`src/rtl/pk_sequencer.sv`:
```
// pk_sequencer: control FSM turning host store/fetch pulses into datapath strobes, CAM writes and flash handshakes.
// Latency: 3 cycles command-to-done on fail-fast paths, 9 cycles minimum on success, plus AES/flash wait time.
// Backpressure: commands are accepted only in IDLE; pulses arriving while busy are dropped.
module pk_sequencer #(
    parameter int ADDR_WIDTH    = 4,
    parameter int ENC_TIMEOUT   = 64,
    parameter int FLASH_TIMEOUT = 255
) (
    input  logic                  clk,
    input  logic                  rst,
    input  logic                  cmd_store,
    input  logic                  cmd_fetch,
    input  logic                  match,
    input  logic                  ready_encryption,
    input  logic                  flash_ack,
    output logic                  flash_req,
    output logic                  flash_we,
    output logic                  flash_or_acc_reg,
    output logic                  flash_or_acc_sel,
    output logic                  flash_acc_reg,
    output logic                  flash_pass_reg,
    output logic                  pass_enc_reg,
    output logic                  new_old_pass_sel,
    output logic                  plain_reg,
    output logic                  local_master_reg,
    output logic                  local_master_sel,
    output logic                  out_reg,
    output logic                  write_en,
    output logic [ADDR_WIDTH-1:0] write_add,
    output logic                  boot_lood,
    output logic                  busy,
    output logic                  done,
    output logic [2:0]            err,
    output logic [ADDR_WIDTH:0]   entry_count,
    output logic                  full
);

    localparam logic [2:0] ERR_OK        = 3'd0;
    localparam logic [2:0] ERR_NOT_FOUND = 3'd1;
    localparam logic [2:0] ERR_FULL      = 3'd2;
    localparam logic [2:0] ERR_DUP       = 3'd3;
    localparam logic [2:0] ERR_ENC_TO    = 3'd4;
    localparam logic [2:0] ERR_FLASH_TO  = 3'd5;

    // One timer serves both wait states, so size it for the longer of the two.
    localparam int TMAX = (ENC_TIMEOUT > FLASH_TIMEOUT) ? ENC_TIMEOUT : FLASH_TIMEOUT;
    localparam int TW   = $clog2(TMAX + 1);
    localparam logic [TW-1:0] ENC_LAST   = TW'(ENC_TIMEOUT - 1);
    localparam logic [TW-1:0] FLASH_LAST = TW'(FLASH_TIMEOUT - 1);
    localparam logic [ADDR_WIDTH:0] CAP  = {1'b1, {ADDR_WIDTH{1'b0}}};

    typedef enum logic [3:0] {
        S_IDLE, S_LOOKUP, S_CHECK, S_LATCH, S_ENC_WAIT, S_CAPTURE, S_FLASH_WR,
        S_CAM_WR, S_FLASH_RD, S_DEC_LATCH, S_ENC_LATCH, S_OUTPUT, S_DONE
    } state_t;

    state_t        state;
    logic          is_fetch;
    logic [TW-1:0] tmo;

    assign full = (entry_count == CAP);

    // Sequencer: every output is registered and set on the transition into the state that owns it.
    always_ff @(posedge clk or negedge rst) begin
        if (!rst) begin
            state            <= S_IDLE;
            is_fetch         <= 1'b0;
            tmo              <= '0;
            flash_req        <= 1'b0;
            flash_we         <= 1'b0;
            flash_or_acc_reg <= 1'b0;
            flash_or_acc_sel <= 1'b0;
            flash_acc_reg    <= 1'b0;
            flash_pass_reg   <= 1'b0;
            pass_enc_reg     <= 1'b0;
            new_old_pass_sel <= 1'b0;
            plain_reg        <= 1'b0;
            local_master_reg <= 1'b0;
            local_master_sel <= 1'b0;
            out_reg          <= 1'b0;
            write_en         <= 1'b0;
            write_add        <= '0;
            boot_lood        <= 1'b0;
            busy             <= 1'b0;
            done             <= 1'b0;
            err              <= ERR_OK;
            entry_count      <= '0;
        end else begin
            flash_or_acc_reg <= 1'b0;
            flash_acc_reg    <= 1'b0;
            flash_pass_reg   <= 1'b0;
            pass_enc_reg     <= 1'b0;
            plain_reg        <= 1'b0;
            local_master_reg <= 1'b0;
            out_reg          <= 1'b0;
            write_en         <= 1'b0;
            done             <= 1'b0;
            case (state)
                S_IDLE: begin
                    // Fetch wins a same-cycle collision.
                    if (cmd_fetch || cmd_store) begin
                        is_fetch <= cmd_fetch;
                        err      <= ERR_OK;
                        busy     <= 1'b1;
                        state    <= S_LOOKUP;
                    end
                end
                S_LOOKUP: state <= S_CHECK;
                S_CHECK: begin
                    if (is_fetch) begin
                        if (!match) begin
                            err <= ERR_NOT_FOUND; busy <= 1'b0; done <= 1'b1; state <= S_DONE;
                        end else begin
                            flash_req <= 1'b1; flash_we <= 1'b0; boot_lood <= 1'b1;
                            tmo <= '0; state <= S_FLASH_RD;
                        end
                    end else if (match) begin
                        err <= ERR_DUP; busy <= 1'b0; done <= 1'b1; state <= S_DONE;
                    end else if (full) begin
                        err <= ERR_FULL; busy <= 1'b0; done <= 1'b1; state <= S_DONE;
                    end else begin
                        new_old_pass_sel <= 1'b0; plain_reg <= 1'b1;
                        local_master_sel <= 1'b0; local_master_reg <= 1'b1;
                        flash_or_acc_sel <= 1'b1; flash_or_acc_reg <= 1'b1;
                        state <= S_LATCH;
                    end
                end
                S_LATCH, S_ENC_LATCH: begin
                    tmo   <= '0;
                    state <= S_ENC_WAIT;
                end
                S_ENC_WAIT: begin
                    // tmo==0 is the first wait cycle: a ready seen there is left over from before.
                    if (tmo != '0 && ready_encryption) begin
                        if (is_fetch) begin
                            out_reg <= 1'b1; state <= S_OUTPUT;
                        end else begin
                            flash_pass_reg <= 1'b1; flash_acc_reg <= 1'b1; state <= S_CAPTURE;
                        end
                    end else if (tmo == ENC_LAST) begin
                        err <= ERR_ENC_TO; busy <= 1'b0; done <= 1'b1; state <= S_DONE;
                    end else begin
                        tmo <= tmo + 1'b1;
                    end
                end
                S_CAPTURE: begin
                    flash_req <= 1'b1; flash_we <= 1'b1; boot_lood <= 1'b0;
                    write_add <= entry_count[ADDR_WIDTH-1:0];
                    tmo <= '0; state <= S_FLASH_WR;
                end
                S_FLASH_WR: begin
                    if (flash_ack) begin
                        flash_req <= 1'b0; flash_we <= 1'b0;
                        write_en <= 1'b1; state <= S_CAM_WR;
                    end else if (tmo == FLASH_LAST) begin
                        flash_req <= 1'b0; flash_we <= 1'b0;
                        err <= ERR_FLASH_TO; busy <= 1'b0; done <= 1'b1; state <= S_DONE;
                    end else begin
                        tmo <= tmo + 1'b1;
                    end
                end
                S_CAM_WR: begin
                    if (!full) entry_count <= entry_count + 1'b1;
                    busy <= 1'b0; done <= 1'b1; state <= S_DONE;
                end
                S_FLASH_RD: begin
                    if (flash_ack) begin
                        flash_req <= 1'b0; boot_lood <= 1'b0;
                        pass_enc_reg <= 1'b1; state <= S_DEC_LATCH;
                    end else if (tmo == FLASH_LAST) begin
                        flash_req <= 1'b0; boot_lood <= 1'b0;
                        err <= ERR_FLASH_TO; busy <= 1'b0; done <= 1'b1; state <= S_DONE;
                    end else begin
                        tmo <= tmo + 1'b1;
                    end
                end
                S_DEC_LATCH: begin
                    // Inverse AES is combinational, so the decrypted value is ready to latch now.
                    new_old_pass_sel <= 1'b1; plain_reg <= 1'b1;
                    local_master_sel <= 1'b1; local_master_reg <= 1'b1;
                    state <= S_ENC_LATCH;
                end
                S_OUTPUT: begin
                    busy <= 1'b0; done <= 1'b1; state <= S_DONE;
                end
                S_DONE:  state <= S_IDLE;
                default: state <= S_IDLE;
            endcase
        end
    end

endmodule

```
`config.mk`:
```
export PLATFORM = sky130hd
export DESIGN_NAME = pk_sequencer
export DESIGN_NICKNAME = d
export VERILOG_FILES = /design/src/rtl/pk_sequencer.sv
export SDC_FILE = /design/constraint.sdc
export NUM_CORES = 1
export LEC_CHECK = 0
export ABC_CLOCK_PERIOD_IN_PS = 2900
export BUFFER_PORTS_ARGS = -buffer_cell sky130_fd_sc_hd__buf_2
export CAP_MARGIN = 20
export CORE_MARGIN = 3
export CORE_UTILIZATION = 55
export CTS_CLUSTER_DIAMETER = 80
export DETAILED_ROUTE_END_ITERATION = 6
export GPL_ROUTABILITY_DRIVEN = 0
export HOLD_SLACK_MARGIN = 0.1
export PLACE_DENSITY = 0.78
export SLEW_MARGIN = 10
export SYNTH_ARGS = -nofsm -noshare
export SYNTH_HDL_FRONTEND = slang
export SYNTH_SLANG_ARGS = --single-unit
export TNS_END_PERCENT = 5
```
`constraint.sdc`:
```
create_clock -name clk -period 2.9 [get_ports clk]
set_clock_uncertainty 0.1 [all_clocks]
set_input_delay 0.58 -clock clk [delete_from_list [all_inputs] [get_ports clk]]
set_output_delay 0.58 -clock clk [all_outputs]
set_load 0.01 [all_outputs]
```
# Word-level counts from Yosys, hierarchy flattened
# Index checks and enable logic that the tools add are counted.
op_classes:
  n_addsub: 2
  n_mul: 0
  n_div: 0
  n_lt_le_gt_ge: 0
  n_eq_ne: 32
  shift: 0
  mux: 74
  bitwise_logic: 3
  n_reduce_logical: 26
ops:
  columns: ["operator", "count"]
  rows:
  - ["2-to-1 mux 8 bit", 6]
  - ["2-to-1 mux 4 bit", 10]
  - ["case mux 4 bit (10 select lines)", 1]
  - ["2-to-1 mux 1 bit", 38]
  - ["case mux 8 bit (4 select lines)", 1]
  - ["2-to-1 mux 3 bit", 10]
  - ["inequality test 2 bit, second input constant", 11]
  - ["AND reduction 4 bit", 5]
  - ["== test 4 x 3 -> 1 bit, second input constant", 4]
  - ["== test 4 bit, second input constant", 4]
  - ["AND reduction 8 bit", 2]
  - ["inequality test 3 bit, second input constant", 4]
  - ["case mux 3 bit (4 select lines)", 1]
  - ["case mux 1 bit (3 select lines)", 3]
  - ["nonzero test 3 bit", 3]
  - ["adder 8 x 1 -> 8 bit, second input constant", 1]
  - ["== test 4 x 2 -> 1 bit, second input constant", 2]
  - ["== test 8 x 6 -> 1 bit, second input constant", 1]
  - ["== test 8 bit, second input constant", 1]
  - ["nonzero test 4 bit", 2]
  - ["nonzero test 8 bit", 1]
  - ["AND reduction 7 bit", 1]
  - ["AND reduction 2 bit", 3]
  - ["OR reduction 2 bit", 3]
  - ["other kinds (16)", 19]
word_totals:
  regBits: 38
  latchBits: 0
  mem_bits_rw: 0
  romBits: 0
  input_bits: 7
  out_inout_bits: 29
  memories: 0

# Depth between registers and ports, before layout
logic_depth:
  ltp_word: 5
  ltp_mapped: 7
  ltp_nobuf: 7

# Least setup slack after synthesis
# Ideal clock, no wire load.
synth_timing:
  kind: "register to register"
  start: "reg tmo[0]"
  end: "reg err[0]"
  setup_time_ns: 0.128
  arrival_ns: 2.128
  path_slack_ns: 0.544
  stages_incl_launch_ff: 8
  synth_period_minus_slack_ns: 2.356
  cell_sequence: "dfrtp_1 -> inv_1 -> ha_1 -> or4b_4 -> o211ai_2 -> o2111ai_4 -> nor4b_4 -> mux2_1"
synth_via:
  elab_chain_cells: 4
  elab_cells_between_ends: 8
synth_lines:
  columns: ["item", "line", "rtl"]
  rows:
  - ["start: declaration", "59", "logic [TW-1:0] tmo;"]
  - ["start signal: assignment", "143", "tmo <= tmo + 1'b1;"]
  - ["start signal: assignment", "159", "tmo <= tmo + 1'b1;"]
  - ["start signal: assignment", "174", "tmo <= tmo + 1'b1;"]
  - ["nonzero test 8 bit", "134", "if (tmo != '0 && ready_encryption) begin"]
  - ["logical AND 1 bit", "134", null]
  - ["inequality test 2 bit (no line)", null, null]
  - ["AND reduction 8 bit (no line) *", null, null]
  - ["end signal: assignment", "141", "err <= ERR_ENC_TO; busy <= 1'b0; done <= 1'b1; state <= S_DONE;"]
  - ["end signal: assignment", "157", "err <= ERR_FLASH_TO; busy <= 1'b0; done <= 1'b1; state <= S_DONE;"]
  - ["end signal: assignment", "172", "err <= ERR_FLASH_TO; busy <= 1'b0; done <= 1'b1; state <= S_DONE;"]
  - ["end: declaration", "33", "output logic [2:0] err,"]
# Every way passes the cells marked *; elsewhere a longest branch is shown, timed or not.
# A chain may end at the register's enable or synchronous reset.

# Worst setup path after layout
layout_timing:
  start: "reg tmo[0]"
  end: "reg tmo[7]"
layout_via:
  elab_chain_cells: 4
  elab_cells_between_ends: 14
layout_lines:
  columns: ["item", "line", "rtl"]
  rows:
  - ["adder 8 x 1 -> 8 bit or nonzero test 8 bit (tied branches)", null, null]
  - ["2-to-1 mux 8 bit (tied with other cells)", "155, 170", null]
  - ["2-to-1 mux 8 bit (tied with other cells)", "152", "if (flash_ack) begin"]
  - ["case mux 8 bit (4 select lines) or AND reduction 7 bit (tied branches)", null, null]
# Several ways; a longest one is shown, not always the timed one. The select of a mux whose other input is x is not followed.

==> reports/metrics.cfg <==
[run_status]
status=finished clean

[clock_tree]
numCtsBuffers=5
cts_tree=yes
cts_resized=0
h-tree-depth=2
clock_sinks=38
cts_max_path_buffers=2
clk_latency_ns=0.30
path_clk_slew_ns=0.08
cts-root-buf=clkbuf_8
post_cts_buffers=0
ctsHoldBuffers=0

[timing]
hold_slack_ns=0.259
fin_crit_ns=2.51
hold_viol=0
relSlewSlack=0.461
setup_viol=0
max_slew.worst_pin.slew_ns=0.809
layout_worst_path_cycle_share=0.864
rsz0062_at_grt=no
fmax_ghz=0.399
fin_setup_tns_ns=0
drv_slew=0

[final_layout]
top_register=tmo
drive_gt1_frac=0.227
top_regs=tmo x8, entry_count x5
largest_reg_flops=8
nFillCells=320
nets=275
syn_to_final_growth_pct=14.2
diodes=0

[logic_synthesis]
ys.flop_type=dfrtp_1
yosysTopAreaCellShare=0.436
yosys-top-cells-area=dfrtp_1 (44%), o21ai_0 (3.9%), a21oi_1 (3.7%), o31ai_1 (3.4%), nor2_1 (3.3%)
synth.largest_area_cell=dfrtp_1
synth_area_um2=2180
syn-num-nets=243
synth_edf_count=0
synthDistinctLibCells=52
synth_most_common_cell=dfrtp_1
syn_area_per_cell_um2=9.44
ys_warn_count=0
synthTopCellsByCount=dfrtp_1 (38), nor2_1 (19), o21ai_0 (17)
syn_inst=231
ys_seq_elements=38
yosysSeqAreaShare=0.436
synthArstFlopShare=1.00

[drt]
wl_per_cell_um=16.2
viasPerCell=6.05
ant_nets=0
dr.pass1.iters=5
dr.max_layer_used=met4
wl_met1_um=2190
initialDrtViolationCount=198
vias=1889
wirelength_um=5060
drcViolationCount=0
route.met2.wl_um=2310
dr_wl_met3_um=450

[die]
die_h_um=69.0
core_um2=3740
start_util=0.582
die_x_um=69.0
rows=22
ios=36
die_area_um2=4750

[setup_path]
cp-startpoint=tmo[0]
r2r_start=tmo[0]
cp.required_ns=2.98
cp-end-kind=flop
crit_fanout=7
rr_endpoint=tmo[7]
reg2reg_depth=7
arrival_ns=2.58
reg2reg_slack_ns=0.39
criticalPathCategory=flop to flop
start_kind=flop
crit_end=tmo[7]

[power]
switching_power_mw=0.952
switching_share=0.413
clkPwrFrac=0.191
p_seq_frac=0.365
p_int_mw=1.35
power_density_nw_per_um2=926
peakVddDrop_mv=0.635
leakagePower_nw=1.22
p_comb_frac=0.444

[placed_design]
hpwl_um=3680
port_buffers=35

[global_routing]
grt_pass1_wl_um=8300
gr-usage-all-layers=0.242
antenna_found_initial=0
grt_pass1_vias=1692
grt_overflow=0
grt_max_degree=39

[min_path]
hp-class=primary input to async pin

[run]
maxCapViolCount=0

## layout make-up
class | count | area [um2] | area share
Tap cell | 48 | 60.1 | 0.0241
Clock buffer | 5 | 68.8 | 0.0277
Multi-Input combinational cell | 169 | 1120 | 0.451
Inverter | 9 | 33.8 | 0.0136
Clock inverter | 3 | 40.0 | 0.0161
Timing Repair Buffer | 40 | 213 | 0.0855
Sequential cell | 38 | 951 | 0.382
## stage by stage
stage	cells	instance area (um2)	utilization	setup slack, ns	total power, mW
2_1_floorplan	231	2180	-	0.544	1.57
3_3_place_gp	304	2380	0.636	0.482	1.84
3_5_place_dp	304	2380	0.636	0.401	1.86
4_1_cts	312	2490	0.665	0.395	2.31
5_1_grt	312	2490	0.665	0.179	2.47
6_report	312	2490	0.665	0.395	2.30
## layer usage
layer  track usage  up-vias
met5             0        -
met4        0.0998        0
met3        0.0746       11
met2         0.352       92
met1         0.333      876
li1              -      910
## worst min path at each step
stage	slack [ns]	cells after the start	from	end
finish	0.26	1	rst	local_master_reg
global route	0.32	1	rst	local_master_reg
CTS	0.29	1	rst	local_master_reg
detailed placement	0.36	1	flash_or_acc_sel	flash_or_acc_sel
global placement	0.37	1	flash_or_acc_sel	flash_or_acc_sel
floorplan	0.18	0	rst	boot_lood
## kinds of logic (layout without fill, tap and decap cells)
family	Yosys count	in the layout	share of synthesized area
flops	38	38	0.436
compound gates	70	70	0.214
fa+ha+maj	5	5	0.0287
xor+xnor	4	4	0.0161
simple gates	84	84	0.225
buf+inv	24	57	0.0488
mux	6	6	0.0310
## cells in the final DEF (no fill, tap or decap), types with 2 or more instances in the layout
| cell type | Yosys | layout |
|---|---|---|
| o21ai_1 | 5 | 5 |
| mux2_2 | 4 | 4 |
| o41ai_1 | 2 | 2 |
| nor3_1 | 5 | 5 |
| nand3_1 | 7 | 7 |
| and3_1 | 5 | 5 |
| buf_2 | 4 | 35 |
| mux2_1 | 2 | 2 |
| buf_4 | 3 | 5 |
| nand2b_1 | 6 | 6 |
| nand3b_1 | 2 | 2 |
| o21a_1 | 3 | 3 |
| clkbuf_8 | 0 | 5 |
| a22oi_1 | 2 | 2 |
| inv_1 | 8 | 8 |
| a21oi_1 | 16 | 16 |
| dfrtp_1 | 38 | 38 |
| nand4_1 | 4 | 4 |
| and2_1 | 4 | 4 |
| nor2b_1 | 6 | 6 |
| nand2_1 | 12 | 12 |
| o31ai_1 | 10 | 10 |
| or4_1 | 2 | 2 |
| nor2_1 | 19 | 19 |
| clkinv_2 | 0 | 2 |
| ha_1 | 5 | 5 |
| xnor2_1 | 4 | 4 |
| a21o_1 | 3 | 3 |
| o21ai_0 | 17 | 17 |
| or3_1 | 2 | 2 |
## worst max-delay path, cell delays in order (launching register included)
cell     delay [ns]
dfrtp_1        0.43
inv_1          0.10
ha_1           0.15
or4b_4         0.47
o21a_1         0.23
o21ai_1        0.22
nand3_1        0.28
o41ai_1        0.41
## power groups by stage
stage                     clock network (mW)  registers (mW)  logic (mW)
final                                  0.440           0.841        1.02
after global routing                   0.474           0.868        1.13
after CTS                              0.448           0.836        1.02
after detailed placement                   0           0.844        1.02
after global placement                     0           0.842       0.995
after floorplan                            0           0.781       0.787
Note: power is estimated with default switching activity, not from simulation.
